`src/rtl/object_list_scanner_pkg.sv`:
```
// Shared definitions for the object list scanner: default field widths and FSM encoding.
package object_list_scanner_pkg;

  localparam int WORD_SIZE_DEF = 8;
  localparam int LOC_SIZE_DEF  = 11;
  localparam int OBJ_WIDTH_DEF = 16;

  typedef enum logic [2:0] {
    ST_IDLE,
    ST_ISSUE,
    ST_WAIT,
    ST_CHECK,
    ST_SEND,
    ST_FIN
  } scan_state_t;

  // A zero threshold would let empty (area 0) table entries through.
  function automatic int eff_min_area(input int min_area);
    return (min_area < 1) ? 1 : min_area;
  endfunction

endpackage

```
`src/rtl/object_list_scanner.sv`:
```
// Walks the labeler's object table for labels 1..num_labels-1, drops small objects
// and streams the survivors out over a valid/ready handshake, then pulses done.
module object_list_scanner
  import object_list_scanner_pkg::*;
#(
  parameter int WORD_SIZE = WORD_SIZE_DEF,
  parameter int LOC_SIZE  = LOC_SIZE_DEF,
  parameter int OBJ_WIDTH = OBJ_WIDTH_DEF,
  parameter int RD_LAT    = 1,
  parameter int MIN_AREA  = 4
) (
  input  logic                 clk,
  input  logic                 reset_n,
  input  logic                 start,
  input  logic [WORD_SIZE-1:0] num_labels,
  output logic [WORD_SIZE-1:0] obj_id,
  input  logic [LOC_SIZE-1:0]  obj_x,
  input  logic [LOC_SIZE-1:0]  obj_y,
  input  logic [OBJ_WIDTH-1:0] obj_area,
  output logic                 out_valid,
  input  logic                 out_ready,
  output logic [WORD_SIZE-1:0] out_id,
  output logic [LOC_SIZE-1:0]  out_x,
  output logic [LOC_SIZE-1:0]  out_y,
  output logic [OBJ_WIDTH-1:0] out_area,
  output logic                 busy,
  output logic                 done,
  output logic [WORD_SIZE-1:0] obj_count
);

  localparam logic [OBJ_WIDTH-1:0] AREA_MIN  = OBJ_WIDTH'(eff_min_area(MIN_AREA));
  // ISSUE already covers one latency cycle, so WAIT is only entered for RD_LAT >= 2.
  localparam logic [1:0]           WAIT_LAST = (RD_LAT >= 2) ? 2'(RD_LAT - 2) : 2'd0;
  localparam logic [WORD_SIZE-1:0] ID_ONE    = WORD_SIZE'(1);

  scan_state_t          state_reg;
  logic [WORD_SIZE-1:0] snap_reg;
  logic [1:0]           wait_cnt_reg;

  logic                 last_id;
  scan_state_t          adv_state;
  logic [WORD_SIZE-1:0] adv_id;

  // Shared "move to next label" decision used from CHECK (filtered) and SEND (accepted).
  always_comb begin
    last_id   = (obj_id == (snap_reg - ID_ONE));
    adv_state = last_id ? ST_FIN : ST_ISSUE;
    adv_id    = last_id ? obj_id : (obj_id + ID_ONE);
  end

  always_ff @(posedge clk or negedge reset_n) begin
    if (!reset_n) begin
      state_reg    <= ST_IDLE;
      snap_reg     <= '0;
      wait_cnt_reg <= '0;
      obj_id       <= '0;
      out_valid    <= 1'b0;
      out_id       <= '0;
      out_x        <= '0;
      out_y        <= '0;
      out_area     <= '0;
      busy         <= 1'b0;
      done         <= 1'b0;
      obj_count    <= '0;
    end else begin
      done <= 1'b0;
      case (state_reg)
        ST_IDLE: begin
          if (start) begin
            snap_reg  <= num_labels;
            obj_count <= '0;
            busy      <= 1'b1;
            if (num_labels <= ID_ONE) begin
              state_reg <= ST_FIN;
            end else begin
              obj_id    <= ID_ONE;
              state_reg <= ST_ISSUE;
            end
          end
        end
        ST_ISSUE: begin
          wait_cnt_reg <= '0;
          state_reg    <= (RD_LAT <= 1) ? ST_CHECK : ST_WAIT;
        end
        ST_WAIT: begin
          if (wait_cnt_reg == WAIT_LAST) begin
            state_reg <= ST_CHECK;
          end else begin
            wait_cnt_reg <= wait_cnt_reg + 2'd1;
          end
        end
        ST_CHECK: begin
          if (obj_area >= AREA_MIN) begin
            out_id    <= obj_id;
            out_x     <= obj_x;
            out_y     <= obj_y;
            out_area  <= obj_area;
            out_valid <= 1'b1;
            state_reg <= ST_SEND;
          end else begin
            obj_id    <= adv_id;
            state_reg <= adv_state;
          end
        end
        ST_SEND: begin
          if (out_ready) begin
            obj_count <= obj_count + ID_ONE;
            out_valid <= 1'b0;
            obj_id    <= adv_id;
            state_reg <= adv_state;
          end
        end
        ST_FIN: begin
          done      <= 1'b1;
          busy      <= 1'b0;
          obj_id    <= '0;
          state_reg <= ST_IDLE;
        end
        default: state_reg <= ST_IDLE;
      endcase
    end
  end

endmodule
```
`config.mk`:
```
export PLATFORM = sky130hd
export DESIGN_NAME = object_list_scanner
export DESIGN_NICKNAME = d
export VERILOG_FILES = /design/src/rtl/object_list_scanner_pkg.sv /design/src/rtl/object_list_scanner.sv
export SDC_FILE = /design/constraint.sdc
export NUM_CORES = 1
export LEC_CHECK = 0
export BUFFER_PORTS_ARGS = -buffer_cell sky130_fd_sc_hd__buf_4
export CAP_MARGIN = 20
export CORE_MARGIN = 5
export CORE_UTILIZATION = 57
export CTS_BUF_LIST = sky130_fd_sc_hd__clkbuf_8
export CTS_CLUSTER_SIZE = 30
export DETAILED_ROUTE_END_ITERATION = 10
export GPL_ROUTABILITY_DRIVEN = 0
export HOLD_SLACK_MARGIN = 0.08
export PLACE_DENSITY = 0.95
export SYNTH_ARGS = -nofsm -noshare
export SYNTH_HDL_FRONTEND = slang
export SYNTH_SLANG_ARGS = --single-unit
```
`constraint.sdc`:
```
create_clock -name clk -period 4.75 [get_ports clk]
set_clock_uncertainty 0.15 [all_clocks]
set_input_delay 0.475 -clock clk [delete_from_list [all_inputs] [get_ports clk]]
set_output_delay 0.475 -clock clk [all_outputs]
set_load 0.02 [all_outputs]
```
==> results of run 1 <==
## layer usage
layer	wire, microns	GRT usage [%]	part of all wire, %	vias up
met5	0	0	0	-
met4	75	5.683	0.85	0
met3	999	10.78	11	14
met2	4313	38.11	49	129
met1	3470	29.90	39	1371
li1	-	-	-	1307
## how the worst max path moves through the flow
stage                end   startpoint  slack [ns]
3_3_place_gp   obj_id[7]  snap_reg[0]        2.05
5_1_grt        obj_id[7]  snap_reg[0]        1.84
2_1_floorplan  obj_id[6]  snap_reg[0]        2.12
6_report       obj_id[7]  snap_reg[0]        1.94
4_1_cts        obj_id[7]  snap_reg[0]        1.96
3_5_place_dp   obj_id[7]  snap_reg[0]        1.97
## kinds of logic (layout without fill, tap and decap cells)
family / Yosys count / count (layout) / share of synthesized area, %
AOI/OAI and AO/OA: 43 / 43 / 9.885
xor gates and xnor gates: 16 / 16 / 3.912
adders and majority gates: 4 / 4 / 1.397
buffers and inverters: 24 / 144 / 2.725
DFF: 78 / 78 / 54.49
muxes: 47 / 47 / 14.70
and+or+nand+nor: 85 / 85 / 12.89
## synth_stat cells, types with 4 or more instances
| library cell | n |
|---|---|
| xnor2_1 | 8 |
| o21bai_1 | 4 |
| or3_1 | 4 |
| o21ai_0 | 7 |
| nand2_1 | 23 |
| dfrtp_1 | 78 |
| nor4_1 | 5 |
| clkbuf_1 | 10 |
| o41ai_1 | 5 |
| xor2_1 | 8 |
| nand4_1 | 4 |
| ha_1 | 4 |
| inv_1 | 11 |
| nand3b_1 | 4 |
| a21oi_1 | 4 |
| and3_1 | 4 |
| nor2_1 | 20 |
| nand3_1 | 5 |
| mux2_2 | 45 |
| a22o_1 | 7 |
## final cells by class
class | count | area (sq um) | area share (%)
sequential | 78 | 1952 | 41.27
multi-input combinational | 195 | 1535 | 32.46
timing repair buffer | 118 | 885.9 | 18.73
clock buffer | 11 | 151.4 | 3.201
tap | 75 | 93.84 | 1.984
clock inverter | 4 | 70.07 | 1.481
inverter | 11 | 41.29 | 0.8730
## power groups by stage
stage,logic (mW),registers [mW],clock network [mW]
2_1_floorplan,0.699,1.31,0
3_3_place_gp,1.37,1.11,0
3_5_place_dp,1.43,1.13,0
4_1_cts,1.43,1.12,0.557
5_1_grt,1.53,1.16,0.596
6_report,1.43,1.12,0.552
## layout by cell type, fill, tap and decap left out, types with 2 or more instances in the layout
| master | synthesis | layout |
|---|---|---|
| buf_4 | 0 | 118 |
| dfrtp_1 | 78 | 78 |
| mux2_2 | 45 | 45 |
| nand2_1 | 23 | 22 |
| nor2_1 | 20 | 20 |
| inv_1 | 11 | 11 |
| clkbuf_8 | 0 | 11 |
| xnor2_1 | 8 | 8 |
| xor2_1 | 8 | 8 |
| o21ai_0 | 7 | 7 |
| a22o_1 | 7 | 7 |
| nor4_1 | 5 | 5 |
| o41ai_1 | 5 | 5 |
| nand3_1 | 5 | 5 |
| nand3b_1 | 4 | 4 |
| and3_1 | 4 | 4 |
| o21bai_1 | 4 | 4 |
| or3_1 | 4 | 4 |
| a21oi_1 | 4 | 4 |
| nand4_1 | 4 | 4 |
| ha_1 | 4 | 4 |
| and2_1 | 3 | 3 |
| nor2b_1 | 3 | 3 |
| o41ai_2 | 3 | 3 |
| nor3b_1 | 2 | 2 |
| or3b_2 | 2 | 2 |
| mux2i_1 | 2 | 2 |
| o22ai_1 | 2 | 2 |
| o41a_1 | 2 | 2 |
| a31oi_1 | 2 | 2 |
| clkinv_2 | 0 | 2 |
| bufinv_16 | 0 | 2 |
## metrics by stage
stage          hold WS [ns]  utilization [%]  instance area (sq um)  power (mW)  worst slack (ns)
5_1_grt              0.1817            78.49                   4730       3.287             1.838
6_report             0.1346            78.49                   4730       3.101             1.939
3_5_place_dp         0.3350            74.81                   4508       2.555             1.967
4_1_cts              0.1659            78.49                   4730       3.108             1.957
2_1_floorplan       0.02941                -                   3582       2.008             2.122
3_3_place_gp         0.3133            74.81                   4508       2.480             2.046
==> flow_summary.ini, run 1 <==
[die]
die_h_microns = 89.28
start_util_pct = 59.45
core-area_sq_um = 6026
dieArea_sq_um = 7970
dieWidth_microns = 89.28
rows = 28
ioPinCount = 115

[finish]
largest_registers = out_area x16, out_x x11, out_y x11
final_cells = 492
top_register = out_area
fillers = 379
syn_to_final_growth_pct = 32.03
largest_register_ff_count = 16
diodes = 0
post_route_cells_drive_above_1_share_pct = 45.32
final_nets = 467

[route]
ant_nets = 0
wl_per_cell_microns = 18.00
drtIter0Drc = 164
drc = 0
dr.pass1.iters = 4
routed_via_density = 5.734
wl_mm = 8.858
route.vias.total = 2821

[synthesis]
synth_nets = 351
synthCells = 297
async_flop_share_pct = 100.0
synth_edf_count = 0
ys_seq_area_share_pct = 54.49
ys_top_cells_by_area = dfrtp_1, mux2_2, nand2_1, nor2_1, xnor2_1
yosysTopAreaCell = dfrtp_1
ys_ff_latch = 78
avgSynthCellArea_sq_um = 12.06
synth_top_area_share_pct = 54.49
synth_ff_type = dfrtp_1
yosysWarnings = 0
syn-cell-area_sq_um = 3582
synth_cell_types = 44

[setup_path]
rr_endpoint = obj_id[7]
critPathMaxStageDelay_ns = 0.56
crit_family = simple AND/OR/NAND/NOR gates
cpMaxStageDelayCell = or4_4
path_buf_inv = 0
crit_type = register to register
worstPathRequired_ns = 4.84
regToRegStartpoint = snap_reg[0]
ff2ff_setup_slack_ns = 1.94
arrival_ns = 2.90
worstSetupStartpointType = register
crit_cells = 6
reg2regPathDepth = 6
cp_cell_sequence = or4_4 > o31a_1 > a311oi_2 > nor4_4 > or3_1 > o41ai_2
crit_fanout = 9
cp-end-kind = register

[place]
dp_hpwl_mm = 6.523
io_buffer_count = 114
place_inst = 477

[sta]
fmax_ghz = 0.3557
rsz0062_at_grt = false
period_needed_ns = 2.811
setup_viol = 0
setup_tns_ns = 0
worstMarginPinSlew_ns = 0.9408
maxSlewHeadroom_pct = 37.28
finalCritPeriodShare_pct = 59.19
drv_slew = 0
hold_viol = 0

[flow_run]
max_cap_violations = 0

[clock_network]
cts_sinks = 78
cts.repair.resized = 0
ctsHoldBuffers = 0
clk_latency_ns = 0.34
tritoncts = built
cts_buffer_depth = 2
clkTransAtPathRegs_ns = 0.08
root_buffer = clkbuf_8
cts_buffers = 9
cts_setup_buffers = 0
htree_levels = 3

[global_route]
grt_max_degree = 79
grt_util_all_layers_pct = 23.84
antenna_found_initial = 0
grt_pass1_vias = 3011
grt-ovfl-total = 0
grt_pass1_wl_mm = 14.37

[power_and_ir_drop]
clkPwrFrac_pct = 17.8
p_int_mw = 1.899
power_density_nw_per_um2 = 655.6
leakage_nw = 2.291
seq_power_share_pct = 36.2
p_sw_share_pct = 38.76
p_sw_mw = 1.202
pwr-share-comb_pct = 46.0
ir_drop_mv = 0.4839

[outcome]
status = finished, final reports clean

[hold_path]
hold_path.class = input port to asynchronous set/reset pin
No activity file was read; power rests on OpenSTA's default activity.
==> run 2: changes to the inputs <==
--- a/config.mk
+++ b/config.mk
@@ -8,13 +8,13 @@
 export BUFFER_PORTS_ARGS = -buffer_cell sky130_fd_sc_hd__buf_4
 export CAP_MARGIN = 20
 export CORE_MARGIN = 5
-export CORE_UTILIZATION = 57
+export CORE_UTILIZATION = 53
 export CTS_BUF_LIST = sky130_fd_sc_hd__clkbuf_8
 export CTS_CLUSTER_SIZE = 30
 export DETAILED_ROUTE_END_ITERATION = 10
 export GPL_ROUTABILITY_DRIVEN = 0
 export HOLD_SLACK_MARGIN = 0.08
-export PLACE_DENSITY = 0.95
+export PLACE_DENSITY = 0.9
 export SYNTH_ARGS = -nofsm -noshare
 export SYNTH_HDL_FRONTEND = slang
 export SYNTH_SLANG_ARGS = --single-unit
==> constraint.sdc (replaced) <==
create_clock -name clk -period 2.77 [get_ports clk]
set_clock_uncertainty 0.15 [all_clocks]
set_input_delay 0.277 -clock clk [delete_from_list [all_inputs] [get_ports clk]]
set_output_delay 0.277 -clock clk [all_outputs]
set_load 0.02 [all_outputs]
==> run 2 against run 1 <==
  * Worst hold slack better by 0.19 ns
  * Critical path type unchanged
  * Cell count is 12% higher
  * Largest power group unchanged
  * Design area increased by 11%
  * Critical endpoint unchanged
  * Highest routed layer unchanged
==> flow_summary.ini, run 2 (synthesis gave the netlist of run 1 again) <==
[sta]
period_needed_ns = 2.716
finalCritPeriodShare_pct = 98.07
worstMarginPinSlew_ns = 0.9526
fmax_ghz = 0.3681
maxSlewHeadroom_pct = 36.49
fin_hold_ws_ns = 0.3234
setup_tns_ns = 0
rsz0062_at_grt = false
drv_slew = 0
hold_viol = 0
setup_viol = 0

[route]
wl_mm = 10.74
wl_per_cell_microns = 19.52
route.vias.total = 3217
ant_nets = 0
drc = 0
dr.pass1.iters = 5
routed_via_density = 5.849
drtIter0Drc = 139

[setup_path]
worstSetupStartpointType = register
cp_cell_sequence = or4_4 > o31a_1 > a311oi_2 > nor4_4 > buf_4 > o41ai_1 > o41ai_2
crit_type = register to register
path_buf_inv = 1
ff2ff_setup_slack_ns = 0.05
crit_family = compound AO/OA/AOI/OAI gates
arrival_ns = 2.78
worstPathRequired_ns = 2.83
critPathMaxStageDelay_ns = 0.55
crit_fanout = 8
cpMaxStageDelayCell = or4_4
cp-end-kind = register

[finish]
diodes = 0
top_register = out_area
final_cells = 550
final_cell_mix = buf_4, dfrtp_1, dlygate4sd3_1
multiInputGateArea_sq_um = 1553
post_route_cells_drive_above_1_share_pct = 41.91
syn_to_final_growth_pct = 46.45
fillers = 377
largest_registers = out_area x16, out_x x11, out_y x11
final_common_cell = buf_4
seqCellArea_sq_um = 1952
largest_register_ff_count = 16
final_nets = 519

[die]
dieWidth_microns = 92.21
core-area_sq_um = 6681
start_util_pct = 53.61
rows = 30
dieArea_sq_um = 8503
ioPinCount = 115
die_h_microns = 92.21

[clock_network]
root_buffer = clkbuf_8
htree_levels = 3
cts_buffers = 9
tritoncts = built
cts_sinks = 78
clkTransAtPathRegs_ns = 0.10
clk_latency_ns = 0.36
cts_buffer_depth = 2
cts_setup_buffers = 0

[flow_run]
max_cap_violations = 0

[global_route]
antenna_found_initial = 0
grt-ovfl-total = 0
grt_pass1_vias = 3474
grt_util_all_layers_pct = 26.53
grt_max_degree = 79
grt_pass1_wl_mm = 17.59

[power_and_ir_drop]
leakage_nw = 2.504
power_density_nw_per_um2 = 1040
ir_drop_mv = 0.6817

[place]
io_buffer_count = 114
place_inst = 486
dp_hpwl_mm = 6.389

[outcome]
status = finished, final reports clean

[hold_path]
hold_path.class = input port to register
[run 2: cell types whose count changed in the layout (fill, tap and decap cells not counted), sizes merged]
cell         previous run  this run
clkbuf                 11         9
bufinv                  2         1
dlygate4sd3             0        48
clkinvlp                0         1
buf                   118       122
inv                    11        14
[run 2: layer usage]
metal	vias to the layer above	GRT usage [%]	part of all wire, %
li1	1408	-	-
met5	-	0	0
met4	0	11.01	3.3
met3	35	8.942	8.0
met1	1630	30.86	38
met2	144	44.83	51
[run 2: worst min-delay path, cell delays in order]
cell and delay, ns:
buf_4 0.10, a21oi_1 0.07, o22a_1 0.20, o22ai_1 0.13
[run 2: what timing repair did]
action,CTS,global route
hold buffers,48,0
gates resized for setup,0,3
hold endpoints to repair,125,0
setup endpoints to repair,0,3
[run 2: final timing paths]
check,start,endpoint,cells past startpoint
setup / recovery,snap_reg[2],obj_id[7],7
hold / removal,start,state_reg[2],4
setup reg to reg,snap_reg[2],obj_id[7],7
hold reg to reg,out_area[10],out_area[10],2
max in group asynchronous,reset_n,snap_reg[4],2
min in group asynchronous,reset_n,out_x[7],2
[run 2: layout make-up]
type                    instances  share of cell area [%]
well taps                      80                   1.908
multi-input cells             195                   29.60
inverters                      11                  0.7870
repair buffers                170                   26.62
flip-flops and latches         78                   37.20
clock inverters                 7                   1.526
clock buffers                   9                   2.361
[run 2: power by group]
part | leakage [nW] | switching, mW | internal [mW]
Clock | 0.102 | 0.462 | 0.429
Sequential | 0.975 | 0.354 | 1.56
Combinational | 1.43 | 1.42 | 1.23
[run 2: stage by stage]
stage	power (mW)	instance area, sq um	util, %	worst slack, ns
2_1_floorplan	3.444	3582	-	0.1420
3_3_place_gp	4.282	4544	68.02	0.1351
3_5_place_dp	4.405	4544	68.02	0.03535
4_1_cts	5.338	5229	78.26	0.01401
5_1_grt	5.744	5246	78.52	0.006202
6_report	5.457	5246	78.52	0.05355
==> run 3: changes to the inputs <==
--- a/config.mk
+++ b/config.mk
@@ -5,6 +5,7 @@
 export SDC_FILE = /design/constraint.sdc
 export NUM_CORES = 1
 export LEC_CHECK = 0
+export ABC_AREA = 1
 export BUFFER_PORTS_ARGS = -buffer_cell sky130_fd_sc_hd__buf_4
 export CAP_MARGIN = 20
 export CORE_MARGIN = 5
@@ -14,7 +15,7 @@
 export DETAILED_ROUTE_END_ITERATION = 10
 export GPL_ROUTABILITY_DRIVEN = 0
 export HOLD_SLACK_MARGIN = 0.08
-export PLACE_DENSITY = 0.9
+export PLACE_DENSITY = 0.89
 export SYNTH_ARGS = -nofsm -noshare
 export SYNTH_HDL_FRONTEND = slang
 export SYNTH_SLANG_ARGS = --single-unit
==> run 3 against run 2 <==
  * First-iteration DRC count increased by 110%
  * Clock power decreased by 9.4%
  * Register-to-register slack improved by 0.64 ns
  * Non-clock buffer count decreased by 8
  * Global-route usage increased by 1.3 points
  * Core utilization decreased by 0.58 points
  * Count of clock-buffer cells in the layout increased by 1
==> flow_summary.ini, run 3 <==
[route]
route.vias.total = 3489
ant_nets = 0
drtIter0Drc = 286
wl_mm = 11.67
drc = 0
dr.pass1.iters = 4
wl_per_cell_microns = 17.53
routed_via_density = 5.239

[sta]
fmax_ghz = 0.3793
finalCritPeriodShare_pct = 95.18
fin_ws_ns = 0.1336
period_needed_ns = 2.636
setup_tns_ns = 0
hold_viol = 0
worstMarginPinSlew_ns = 0.9614
rsz0062_at_grt = false
setup_viol = 0
drv_slew = 0
maxSlewHeadroom_pct = 35.91

[synthesis]
synth_cell_types = 26
synth_nets = 454
yosysTopAreaCell = dfrtp_1
synth_common_cells = nand2_1, dfrtp_1, inv_1
syn-cell-area_sq_um = 3707
ys_seq_area_share_pct = 52.65
ys_top_cells_by_area = dfrtp_1, mux2_1, nand2_1, inv_1, nor2_1
yosysMostFrequentCell = nand2_1
synth_edf_count = 0
async_flop_share_pct = 100.0
synthCells = 400
ys_ff_latch = 78
synth_ff_type = dfrtp_1
yosysWarnings = 0
avgSynthCellArea_sq_um = 9.268
synth_top_area_share_pct = 52.65

[hold_path]
hold_end = snap_reg[7]
hold_path.class = input port to register
whs_path_depth = 3
min_from = num_labels[7]

[finish]
final_cells = 666
post_route_cells_drive_above_1_share_pct = 27.82
final_cell_mix = buf_4, nand2_1, dfrtp_1
syn_to_final_growth_pct = 42.83
seqCellArea_sq_um = 1952
largest_registers = out_area x16, out_x x11, out_y x11
largest_register_ff_count = 16
final_nets = 617
fillers = 388
finish.instance_area_sq_um = 5295
multiInputGateArea_sq_um = 1504
final_common_cell = buf_4
top_register = out_area

[flow_run]
max_cap_violations = 0

[outcome]
status = finished, final reports clean

[setup_path]
ff2ff_setup_slack_ns = 0.69
arrival_ns = 2.72
cp-end-kind = register
worstPathRequired_ns = 2.85
crit_fanout = 44
reg2regPathDepth = 12
worstSetupStartpointType = input port
regToRegStartpoint = snap_reg[0]
crit_type = input port to register
rr_endpoint = obj_id[0]

[clock_network]
root_buffer = clkbuf_8
cts_buffers = 9
tritoncts = built
cts_setup_buffers = 0
cts_sinks = 78
cts_buffer_depth = 2
htree_levels = 3
clk_latency_ns = 0.35
cts.repair.resized = 0
clkTransAtPathRegs_ns = 0.09

[die]
rows = 30
die_h_microns = 93.64
ioPinCount = 115
dieWidth_microns = 93.64
dieArea_sq_um = 8768
start_util_pct = 54.57
core-area_sq_um = 6794

[place]
dp_hpwl_mm = 6.894
io_buffer_count = 114
dpl_cell_area_sq_um = 4654
place_inst = 602
dp_slack_ns = 0.6057

[global_route]
grt_pass1_vias = 3766
antenna_found_initial = 0
grt_pass1_wl_mm = 18.49
grt-ovfl-total = 0
grt_max_degree = 79
grt_util_all_layers_pct = 27.82

[power_and_ir_drop]
ir_drop_mv = 0.7280
pwr-share-comb_pct = 49.8
power_mw = 5.451
p_sw_share_pct = 44.94
p_int_mw = 3.001
power_density_nw_per_um2 = 1029
clkPwrFrac_pct = 14.8
seq_power_share_pct = 35.4
leakage_nw = 2.669
p_sw_mw = 2.449
==> run 3: cell count changes after synthesis, sizes merged, moves of 7 or more <==
cell / before / now
nand2: 23 / 97
inv: 11 / 52
o21ai: 7 / 32
nand3: 5 / 19
nor2: 20 / 34
mux2: 45 / 33
nor3: 1 / 11
clkbuf: 10 / 1
o41ai: 8 / 0
a22o: 7 / 0
==> run 3: worst max-delay path by stage <==
stage	from	endpoint	cells past startpoint
2_1_floorplan	snap_reg[0]	obj_id[0]	12
3_3_place_gp	obj_area[10]	out_y[9]	8
3_5_place_dp	obj_area[10]	out_area[15]	8
4_1_cts	obj_area[10]	out_y[10]	9
5_1_grt	obj_area[11]	out_y[6]	9
6_report	obj_area[10]	out_area[1]	9
==> run 3: layout make-up <==
cell class	count	share of cell area, %
multi-input combinational	260	28.40
inverter	52	3.686
sequential	78	36.86
clock inverter	6	0.7089
antenna	2	0.09452
tap	96	2.268
clock buffer	10	2.599
timing repair buffer	162	25.38
==> run 3: critical path, cell delays in order <==
cell and delay (ns):
dlygate4sd3_1 0.55, buf_4 0.15, nor2_1 0.10, nand3_1 0.11
nor3_1 0.21, nand3_1 0.24, nand2_2 0.36, buf_12 0.29
mux2_1 0.41
==> run 3: kinds of logic after synthesis <==
logic type,after synthesis,synth area share (%)
AOI/OAI and AO/OA,43,6.514
xor gates and xnor gates,8,1.890
adders and majority gates,4,1.350
buffers and inverters,62,6.851
DFF,78,52.65
muxes,33,10.02
and+or+nand+nor,172,20.72
==> run 3: power by group through the flow <==
stage | clock [mW] | combinational, mW | sequential, mW
after global routing | 0.856 | 2.93 | 1.98
after detailed placement | 0 | 2.54 | 1.90
final | 0.807 | 2.71 | 1.93
after CTS | 0.778 | 2.62 | 1.88
after global placement | 0 | 2.45 | 1.87
after floorplan | 0 | 1.19 | 2.28
==> run 3: stage by stage <==
| stage | hold slack [ns] | util (%) |
|---|---|---|
| 2_1_floorplan | -0.1686 | - |
| 3_3_place_gp | 0.3111 | 68.51 |
| 3_5_place_dp | 0.3304 | 68.51 |
| 4_1_cts | 0.09833 | 77.86 |
| 5_1_grt | 0.1107 | 77.86 |
| 6_report | 0.1031 | 77.94 |
==> run 3: what timing repair did <==
| item | in CTS | in global routing |
|---|---|---|
| hold buffers | 46 | 0 |
| setup endpoints to repair | 0 | 0 |
| endpoints found under the hold margin | 123 | 0 |
==> run 3: metal layers <==
layer  wire length (microns)  global-route usage [%]
met1                    4080                   29.70
met2                    6298                   49.32
met3                     572                   6.597
met4                     720                   17.09
met5                       0                       0
